### config.mk
export PLATFORM = sky130hd
export DESIGN_NAME = fir31_lpf_12k
export DESIGN_NICKNAME = d
export VERILOG_FILES = /design/src/rtl/fir31_lpf_12k.sv
export SDC_FILE = /design/constraint.sdc
export NUM_CORES = 1
export LEC_CHECK = 0
export BUFFER_PORTS_ARGS = -buffer_cell sky130_fd_sc_hd__buf_4
export CORE_UTILIZATION = 33
export CTS_BUF_LIST = sky130_fd_sc_hd__clkbuf_4
export DETAILED_ROUTE_END_ITERATION = 6
export PLACE_DENSITY = 0.44
export RECOVER_POWER = 100
export SYNTH_ARGS = -nofsm -noshare
export SYNTH_HDL_FRONTEND = slang
export SYNTH_SLANG_ARGS = --single-unit
### constraint.sdc
create_clock -name clock -period 11.2 [get_ports clock]
set_clock_uncertainty 0.1 [all_clocks]
set_input_delay 0.56 -clock clock [delete_from_list [all_inputs] [get_ports clock]]
set_output_delay 0.56 -clock clock [all_outputs]
set_load 0.02 [all_outputs]
### src/rtl/fir31_lpf_12k.sv
// 31-tap symmetric low-pass FIR (48 kHz, 12 kHz cutoff) for the audio effects chain.
// One time-multiplexed MAC per sample; saturated 18-bit result strobed with done.
module fir31_lpf_12k #(
  parameter int unsigned NTAPS = 31,
  parameter int unsigned ACC_W = 20
) (
  input  logic               clock,
  input  logic               reset,
  input  logic               start,
  input  logic signed [7:0]  x,
  output logic signed [17:0] y,
  output logic               done
);

  localparam int unsigned X_W   = 8;
  localparam int unsigned C_W   = 11;
  localparam int unsigned P_W   = X_W + C_W;
  localparam int unsigned Y_W   = 18;
  localparam int unsigned DEPTH = 32;
  localparam int unsigned PTR_W = 5;

  localparam logic signed [ACC_W-1:0] SAT_HI = ACC_W'(32'sd131071);
  localparam logic signed [ACC_W-1:0] SAT_LO = ACC_W'(-32'sd131072);

  typedef enum logic [1:0] {
    IDLE = 2'd0,
    MAC  = 2'd1,
    OUT  = 2'd2
  } state_t;

  state_t state, state_nxt;

  logic        [PTR_W-1:0] ptr;
  logic        [PTR_W-1:0] k;
  logic signed [X_W-1:0]   hist [DEPTH];
  logic signed [ACC_W-1:0] acc;

  logic        [PTR_W-1:0] tap_idx_c;
  logic signed [C_W-1:0]   coef_c;
  logic signed [X_W-1:0]   samp_c;
  logic signed [P_W-1:0]   prod_c;
  logic signed [Y_W-1:0]   y_sat_c;
  logic                    last_tap_c;

  // Half-table coefficient ROM; taps 16..30 fold back onto 14..0.
  function automatic logic signed [C_W-1:0] coef_rom(input logic [PTR_W-1:0] idx);
    logic [PTR_W-1:0] m;
    m = (idx > 5'd15) ? PTR_W'(5'd30 - idx) : idx;
    case (m)
      5'd0:    coef_rom = -11'sd2;
      5'd2:    coef_rom =  11'sd3;
      5'd4:    coef_rom = -11'sd7;
      5'd6:    coef_rom =  11'sd14;
      5'd8:    coef_rom = -11'sd27;
      5'd10:   coef_rom =  11'sd50;
      5'd12:   coef_rom = -11'sd99;
      5'd14:   coef_rom =  11'sd323;
      5'd15:   coef_rom =  11'sd514;
      default: coef_rom =  11'sd0;
    endcase
  endfunction

  always_ff @(posedge clock) begin
    if (reset) state <= IDLE;
    else       state <= state_nxt;
  end

  always_comb begin
    state_nxt = state;
    case (state)
      IDLE:    if (start) state_nxt = MAC;
      MAC:     if (last_tap_c) state_nxt = OUT;
      OUT:     state_nxt = IDLE;
      default: state_nxt = IDLE;
    endcase
  end

  // Tap fetch, product and output saturation
  always_comb begin
    tap_idx_c  = PTR_W'(ptr - k);
    coef_c     = coef_rom(k);
    samp_c     = hist[tap_idx_c];
    prod_c     = P_W'(coef_c) * P_W'(samp_c);
    last_tap_c = (k == PTR_W'(NTAPS - 1));
    if (acc > SAT_HI)      y_sat_c = SAT_HI[Y_W-1:0];
    else if (acc < SAT_LO) y_sat_c = SAT_LO[Y_W-1:0];
    else                   y_sat_c = acc[Y_W-1:0];
  end

  // Sample history, accumulator and registered outputs; pointer advances only after a result.
  always_ff @(posedge clock) begin
    if (reset) begin
      for (int i = 0; i < int'(DEPTH); i++) hist[i] <= '0;
      ptr  <= '0;
      k    <= '0;
      acc  <= '0;
      y    <= '0;
      done <= 1'b0;
    end else begin
      done <= 1'b0;
      case (state)
        IDLE: begin
          if (start) begin
            hist[ptr] <= x;
            acc       <= '0;
            k         <= '0;
          end
        end
        MAC: begin
          acc <= acc + ACC_W'(prod_c);
          k   <= PTR_W'(k + 5'd1);
        end
        OUT: begin
          y    <= y_sat_c;
          done <= 1'b1;
          ptr  <= PTR_W'(ptr + 5'd1);
        end
        default: ;
      endcase
    end
  end

endmodule

==> results of run 1 <==
==> cell families after synthesis <==
logic type | synth area share (%)
compound gates | 9.19
xor+xnor | 1.42
fa+ha+maj | 14.5
buf+inv | 4.20
flops | 46.5
mux | 8.05
simple gates | 16.2
==> worst register-to-register path, delay by kind of cell (launching register included) <==
kind                       cells  cell delay, ns
AOI/OAI and AO/OA              8            1.78
adders and majority gates      8            5.17
buffers and inverters          5            0.98
DFF                            1            0.43
muxes                          1            0.58
and+or+nand+nor                2            0.20
==> through the flow <==
| step | util [%] | cell area [µm²] |
|---|---|---|
| after global routing | 37.1 | 20600 |
| after floorplan | - | 18700 |
| final | 37.1 | 20600 |
| after CTS | 37.3 | 20700 |
| after detailed placement | 35.3 | 19600 |
| after global placement | 35.3 | 19600 |
==> final timing paths <==
| check | startpoint | end | cells after the start |
|---|---|---|---|
| worst min register to register | y[11] | y[11] | 2 |
| worst max-delay path | ptr[0] | acc[16] | 24 |
| worst min-delay path | x[1] | hist[24][1] | 2 |
| worst max register to register | ptr[0] | acc[16] | 24 |
==> registers in the layout (all words and copies together) (netlist names) <==
| name | count |
|---|---|
| ptr | 5 |
| state | 2 |
| k | 5 |
| hist | 256 |
| done | 1 |
| y | 18 |
| acc | 20 |
==> layout make-up <==
| cell class | count | area, µm² |
|---|---|---|
| fill | 5569 | 34900 |
| multi-input combinational | 1057 | 9250 |
| antenna | 2 | 5.00 |
| clock buffer | 131 | 983 |
| clock inverter | 18 | 97.6 |
| inverter | 113 | 424 |
| tap | 748 | 936 |
| sequential | 307 | 8710 |
| timing repair buffer | 37 | 203 |
==> layout by cell type, fill, tap and decap left out, drive strengths merged, types with 3 or more instances in the layout <==
cell type / synthesis / routed
ha: 57 / 57
nand4: 20 / 20
a21oi: 84 / 84
nand3: 8 / 8
a21boi: 6 / 6
o211a: 16 / 16
o21a: 6 / 6
a21o: 10 / 10
o21ai: 74 / 74
nand2: 128 / 128
xor2: 7 / 7
clkinv: 0 / 13
inv: 113 / 116
or2: 38 / 38
nor2b: 7 / 7
or3: 7 / 7
xnor2: 17 / 17
nor2: 67 / 67
o21bai: 3 / 3
dfxtp: 51 / 51
and3: 5 / 5
nand2b: 6 / 6
a211oi: 5 / 5
mux4: 64 / 64
edfxtp: 256 / 256
and2: 257 / 257
mux2i: 4 / 4
o211ai: 22 / 22
buf: 27 / 17
nor3: 6 / 6
a22oi: 3 / 3
clkbuf: 51 / 151
nand3b: 4 / 4
fa: 99 / 99
a22o: 7 / 7
==> layer usage <==
layer / track usage (%) / vias to the layer above / share of wire (%)
li1: - / 5591 / -
met1: 24.8 / 5943 / 45
met2: 31.2 / 287 / 48
met3: 3.75 / 86 / 4.7
met4: 6.31 / 0 / 2.4
met5: 0 / - / 0
==> impl_summary.txt, run 1 <==
----------------------------------------------------
[Run status]
  Outcome ... finished with violations
  Violations in the final reports ... max-capacitance violations, max-slew violations

[Floorplan]
  Overall die width ... 240 µm
  Placeable core region ... 55500 µm²
  Num rows ... 86
  Initial core utilization ... 33.7%
  Die height ... 240 µm
  Top-level port count ... 30
  Die outline area ... 57700 µm²

[STA]
  Highest Clock Rate ... 0.107 GHz
  Final period util ... 83.6%
  Summed negative setup slack over all endpoints ... 0 ns
  Worst slew margin ... -71.5%
  Fin crit period ... 9.36 ns
  Count of final setup violators ... 0
  Final setup margin ... 1.84 ns
  Max-slew violation total from the final report ... 43
  Worst slew pin tran ... 2.57 ns
  Worst Hold Slack ... 0.200 ns
  Setup repair after global routing missed its margin ... false
  Final Hold Fails ... 0

[Synth]
  Most area-hungry cell type in the Yosys netlist ... sky130_fd_sc_hd__edfxtp_1
  YS warnings ... 0
  EDFF count, synth ... 256
  Post-synthesis cell area ... 18700 µm²
  Synthesized area per cell ... 12.0 µm²
  Area share of the largest cell type after synthesis ... 41.1%
  Commonest cells in the netlist ... sky130_fd_sc_hd__and2_1 (256), sky130_fd_sc_hd__edfxtp_1 (256), sky130_fd_sc_hd__nand2_1 (128)
  Most instantiated flip-flop cell in the synthesis netlist ... sky130_fd_sc_hd__edfxtp_1
  Nets in the synthesized netlist ... 1722
  Synthesized instance count ... 1555
  Fraction of registers with async set or reset after synthesis ... 0%
  Cell variety after synth ... 70
  Top area cells in the synthesized netlist ... sky130_fd_sc_hd__edfxtp_1 (41%), sky130_fd_sc_hd__fa_1 (11%), sky130_fd_sc_hd__and2_1 (8.6%)
  Sequential-to-total area share from yosys stat ... 46.5%
  Synthesized flop and latch total ... 307

[Place]
  Placed instance count ... 2262
  Pre-CTS setup slack ... 2.88 ns
  Port Buf Inserts ... 29
  GP Congestion ... 0.869
  Half-perimeter wire length after detailed placement ... 36.0 mm

[Global route]
  Global router's overall resource usage ... 18.9%
  Vias in the first global route ... 12800
  Global-route wire length before repair ... 80.8 mm
  Pin count of the biggest net entering global routing ... 70
  GRT overflow ... 0
  Number of antenna violations at the first check in global routing ... 2

[Critical path]
  Worst Path Buf+Inv ... 5
  Largest stage delay, worst path ... 2.22 ns
  Largest driver fanout on the critical path ... 42
  Slowest cell on crit path ... sky130_fd_sc_hd__fa_1
  Top cell by count, worst path ... sky130_fd_sc_hd__fa_1
  Reg2Reg Setup Slack ... 1.84 ns
  Required time at the endpoint of the critical path ... 11.77 ns
  Critical path, cell by cell ... inv_1 -> ha_4 -> fa_1 -> buf_4 -> mux4_2 -> nand2_1 -> nand2_1 -> o211a_1 -> o21ai_1 -> fa_1 -> fa_1 -> inv_1 -> fa_1 -> fa_1 -> inv_1 -> fa_1 -> inv_1 -> ha_1 -> o21a_1 -> o31a_1 -> o21ai_1 -> a211oi_1 -> o21a_1 -> o211ai_1
  Signal arrival time at the worst endpoint ... 9.93 ns
  Cell class contributing the biggest share of worst-path delay ... adder cells
  Critical path capture point type ... flip-flop
  Setup CP Type ... reg2reg
  Kind of start point of the critical path ... flip-flop

[Clocking]
  TritonCTS Buffers ... 88
  Clock Latency Late Sink ... 0.84 ns
  Maximum count of clock buffers along a single path ... 3
  Clock root cell ... sky130_fd_sc_hd__clkbuf_4
  Clock tree from TritonCTS ... done
  Sink Count ... 307
  # hold bufs at CTS ... 0
  Clock transition at path regs ... 0.07 ns
  # resized after CTS ... 0
  Number of levels the H-tree was split into ... 3
  Post-CTS setup-driven buffer insertion count ... 0

[Flow run]
  Count of max-cap constraint violations ... 1

[Detailed routing]
  Count of antenna-violating nets left after detailed routing ... 0
  Iteration count of the initial detailed-routing pass ... 5
  Total number of vias ... 11900
  Post-route DRC violation count ... 0
  Drt initial violations ... 678
  Drt via density ... 4.93
  Post-Route WL ... 51.8 mm
  WL per Instance ... 21.4 µm

[Layout]
  Synth-to-Final Area Change ... 10.1%
  Post-layout net count ... 1771
  Fraction of layout instances using a drive strength above 1 ... 15.8%
  Layout Cells excl Fill ... 2413

[Min path]
  Class of the tightest hold or removal check ... in2reg

----------------------------------------------------
Power of run 1 is left out: the tool's default activity adds up to more than one toggle a clock period on the data nets, which glitch-free logic cannot reach.
==> inputs of run 2 (changes only) <==
Clock period 11.2 ns to 9.3 ns, I/O delays scaled along.
==> impl_summary.txt, run 2 (synthesized netlist as in run 1, its figures left out) <==
----------------------------------------------------
[Floorplan]
  Die outline area ... 57700 µm² (unchanged)
  Num rows ... 86 (unchanged)
  Overall die width ... 240 µm (unchanged)
  Initial core utilization ... 33.7% (unchanged)
  Placeable core region ... 55500 µm² (unchanged)
  Die height ... 240 µm (unchanged)
  Top-level port count ... 30 (unchanged)

[Detailed routing]
  Post-route DRC violation count ... 0 (unchanged)
  Total number of vias ... 12000 (+0.84%)
  WL per Instance ... 21.3 µm (-0.90%)
  Count of antenna-violating nets left after detailed routing ... 0 (unchanged)
  Iteration count of the initial detailed-routing pass ... 5 (unchanged)
  Post-Route WL ... 51.9 mm (+0.30%)
  Drt via density ... 4.92 (-0.36%)
  Drt initial violations ... 621 (-8.4%)

[Flow run]
  Count of max-cap constraint violations ... 2 (+1)

[Layout]
  Synth-to-Final Area Change ... 11.2%
  Number of fillers in the final layout ... 5538 (-0.56%)
  Most common cell after layout, fill and taps aside ... sky130_fd_sc_hd__edfxtp_1
  Post-layout net count ... 1785 (+0.79%)
  Area of the multi-input gates ... 9260 µm² (+0.14%)
  Flip-flop count of the largest register, all copies and words added ... 256 (unchanged)
  Most used cells in the layout excluding fill and tap cells ... sky130_fd_sc_hd__edfxtp_1 (256), sky130_fd_sc_hd__and2_0 (146), sky130_fd_sc_hd__clkbuf_4 (130)
  Largest reg by FF count ... hist
  Fraction of layout instances using a drive strength above 1 ... 16.1% (+0.34 points)
  Sequential cell area in the final layout ... 8710 µm² (unchanged)
  Largest regs ... hist: 256 flops, acc: 20 flops, y: 18 flops

[Clocking]
  Post-CTS setup-driven buffer insertion count ... 0 (unchanged)
  Clock transition at path regs ... 0.06 ns (about the same)
  Clock Latency Late Sink ... 0.88 ns (+0.04 ns)
  Sink Count ... 307 (unchanged)
  Clock root cell ... sky130_fd_sc_hd__clkbuf_4
  Number of levels the H-tree was split into ... 3 (unchanged)
  TritonCTS Buffers ... 91 (+3.4%)
  Maximum count of clock buffers along a single path ... 3 (unchanged)
  Clock tree from TritonCTS ... done

[STA]
  Setup repair after global routing missed its margin ... false
  Count of final setup violators ... 0 (unchanged)
  Max-slew violation total from the final report ... 72 (+67%)
  Fin crit period ... 8.16 ns (-1.20 ns)
  Final Hold Fails ... 0 (unchanged)
  Worst slew pin tran ... 1.88 ns (-0.688 ns)
  Summed negative setup slack over all endpoints ... 0 ns (unchanged)
  Final period util ... 87.8% (+4.2 points)
  Highest Clock Rate ... 0.123 GHz (+15%)
  Worst slew margin ... -25.7% (+46 points)
  Final setup margin ... 1.14 ns (-0.703 ns)

[Critical path]
  Critical path capture point type ... flip-flop
  Setup CP Type ... reg2reg
  Largest driver fanout on the critical path ... 37 (-12%)
  Signal arrival time at the worst endpoint ... 8.79 ns (-1.14 ns)
  Required time at the endpoint of the critical path ... 9.93 ns (-1.84 ns)
  Kind of start point of the critical path ... flip-flop

[Run status]
  Violations in the final reports ... max-capacitance violations, max-slew violations
  Outcome ... finished with violations

[Global route]
  Pin count of the biggest net entering global routing ... 41 (-41%)
  GRT overflow ... 0 (unchanged)
  Number of antenna violations at the first check in global routing ... 2 (unchanged)
  Global router's overall resource usage ... 18.9% (-0.037 points)
  Vias in the first global route ... 13000 (+1.4%)
  Global-route wire length before repair ... 80.0 mm (-0.89%)

[Place]
  Pre-CTS setup slack ... 1.32 ns (-1.56 ns)
  GP Congestion ... 0.896 (+3.1%)
  Half-perimeter wire length after detailed placement ... 36.8 mm (+2.1%)
  Port Buf Inserts ... 29 (unchanged)

[Min path]
  Class of the tightest hold or removal check ... in2reg

----------------------------------------------------
run 2: cell count changes in the layout (fill, tap and decap cells not counted), moves of 3 or more:
cell                       previous run  this run
sky130_fd_sc_hd__clkinv_1            11        24
sky130_fd_sc_hd__and2_0             134       146
sky130_fd_sc_hd__clkinv_2             0         4
sky130_fd_sc_hd__and2_1             122       110
sky130_fd_sc_hd__clkbuf_1            20        24
sky130_fd_sc_hd__buf_4               17        20
run 2: cell type report:
cell class	instances	area share (%)
clock inverter	35	0.944
clock buffer	130	4.69
multi-input combinational	1057	44.5
antenna	4	0.0481
timing repair buffer	48	1.44
tap	748	4.50
sequential	307	41.8
inverter	113	2.04
run 2: worst max-delay path, cell delays in order, from the launching register on:
cell and delay, ns:
sky130_fd_sc_hd__dfxtp_1 0.41, sky130_fd_sc_hd__inv_1 0.14, sky130_fd_sc_hd__ha_4 0.19, sky130_fd_sc_hd__fa_4 1.13, sky130_fd_sc_hd__buf_12 0.34, sky130_fd_sc_hd__mux4_2 0.53
sky130_fd_sc_hd__nand2_1 0.08, sky130_fd_sc_hd__nand4_1 0.20, sky130_fd_sc_hd__o211a_1 0.23, sky130_fd_sc_hd__o21ai_0 0.24, sky130_fd_sc_hd__fa_1 0.48, sky130_fd_sc_hd__fa_1 0.53
sky130_fd_sc_hd__inv_1 0.07, sky130_fd_sc_hd__fa_1 0.46, sky130_fd_sc_hd__fa_1 0.49, sky130_fd_sc_hd__inv_1 0.05, sky130_fd_sc_hd__fa_1 0.52, sky130_fd_sc_hd__inv_1 0.04
sky130_fd_sc_hd__ha_1 0.33, sky130_fd_sc_hd__o21a_1 0.22, sky130_fd_sc_hd__o31a_1 0.14, sky130_fd_sc_hd__o21ai_0 0.22, sky130_fd_sc_hd__a211oi_1 0.19, sky130_fd_sc_hd__or4_1 0.53
sky130_fd_sc_hd__nand3_1 0.09
run 2: path summary, 6_finish.rpt:
| kind | from | to | slack [ns] | cells after the start |
|---|---|---|---|---|
| max | ptr[0] | acc[18] | 1.14 | 24 |
| min | x[6] | hist[17][6] | 0.12 | 2 |
| max reg2reg | ptr[0] | acc[18] | 1.14 | 24 |
| min reg2reg | y[11] | y[11] | 0.35 | 2 |
run 2: metrics by stage:
step / area [µm²] / util, % / cells / hold slack, ns
detailed placement: 19700 / 35.5 / 2271 / 0.346
finish: 20800 / 37.5 / 2442 / 0.115
CTS: 20900 / 37.6 / 2438 / 0.0109
global route: 20800 / 37.5 / 2442 / 0.0645
floorplan: 18700 / - / 1555 / 0.342
global placement: 19700 / 35.5 / 2271 / 0.340
run 2: repair_timing:
| action | in CTS | in global routing |
|---|---|---|
| endpoints found under the hold margin | 13 | 0 |
| endpoints found under the setup margin | 0 | 0 |
| resized for setup | 0 | 0 |
| hold buffers | 2 | 0 |
run 2: per-layer routing:
metal / up-vias / track usage [%] / share of wire [%]
met4: 0 / 6.74 / 2.4
met5: - / 0 / 0
li1: 5641 / - / -
met2: 246 / 31.2 / 48
met1: 6041 / 24.7 / 46
met3: 79 / 3.35 / 3.9
Power of run 2 is left out for the same reason.
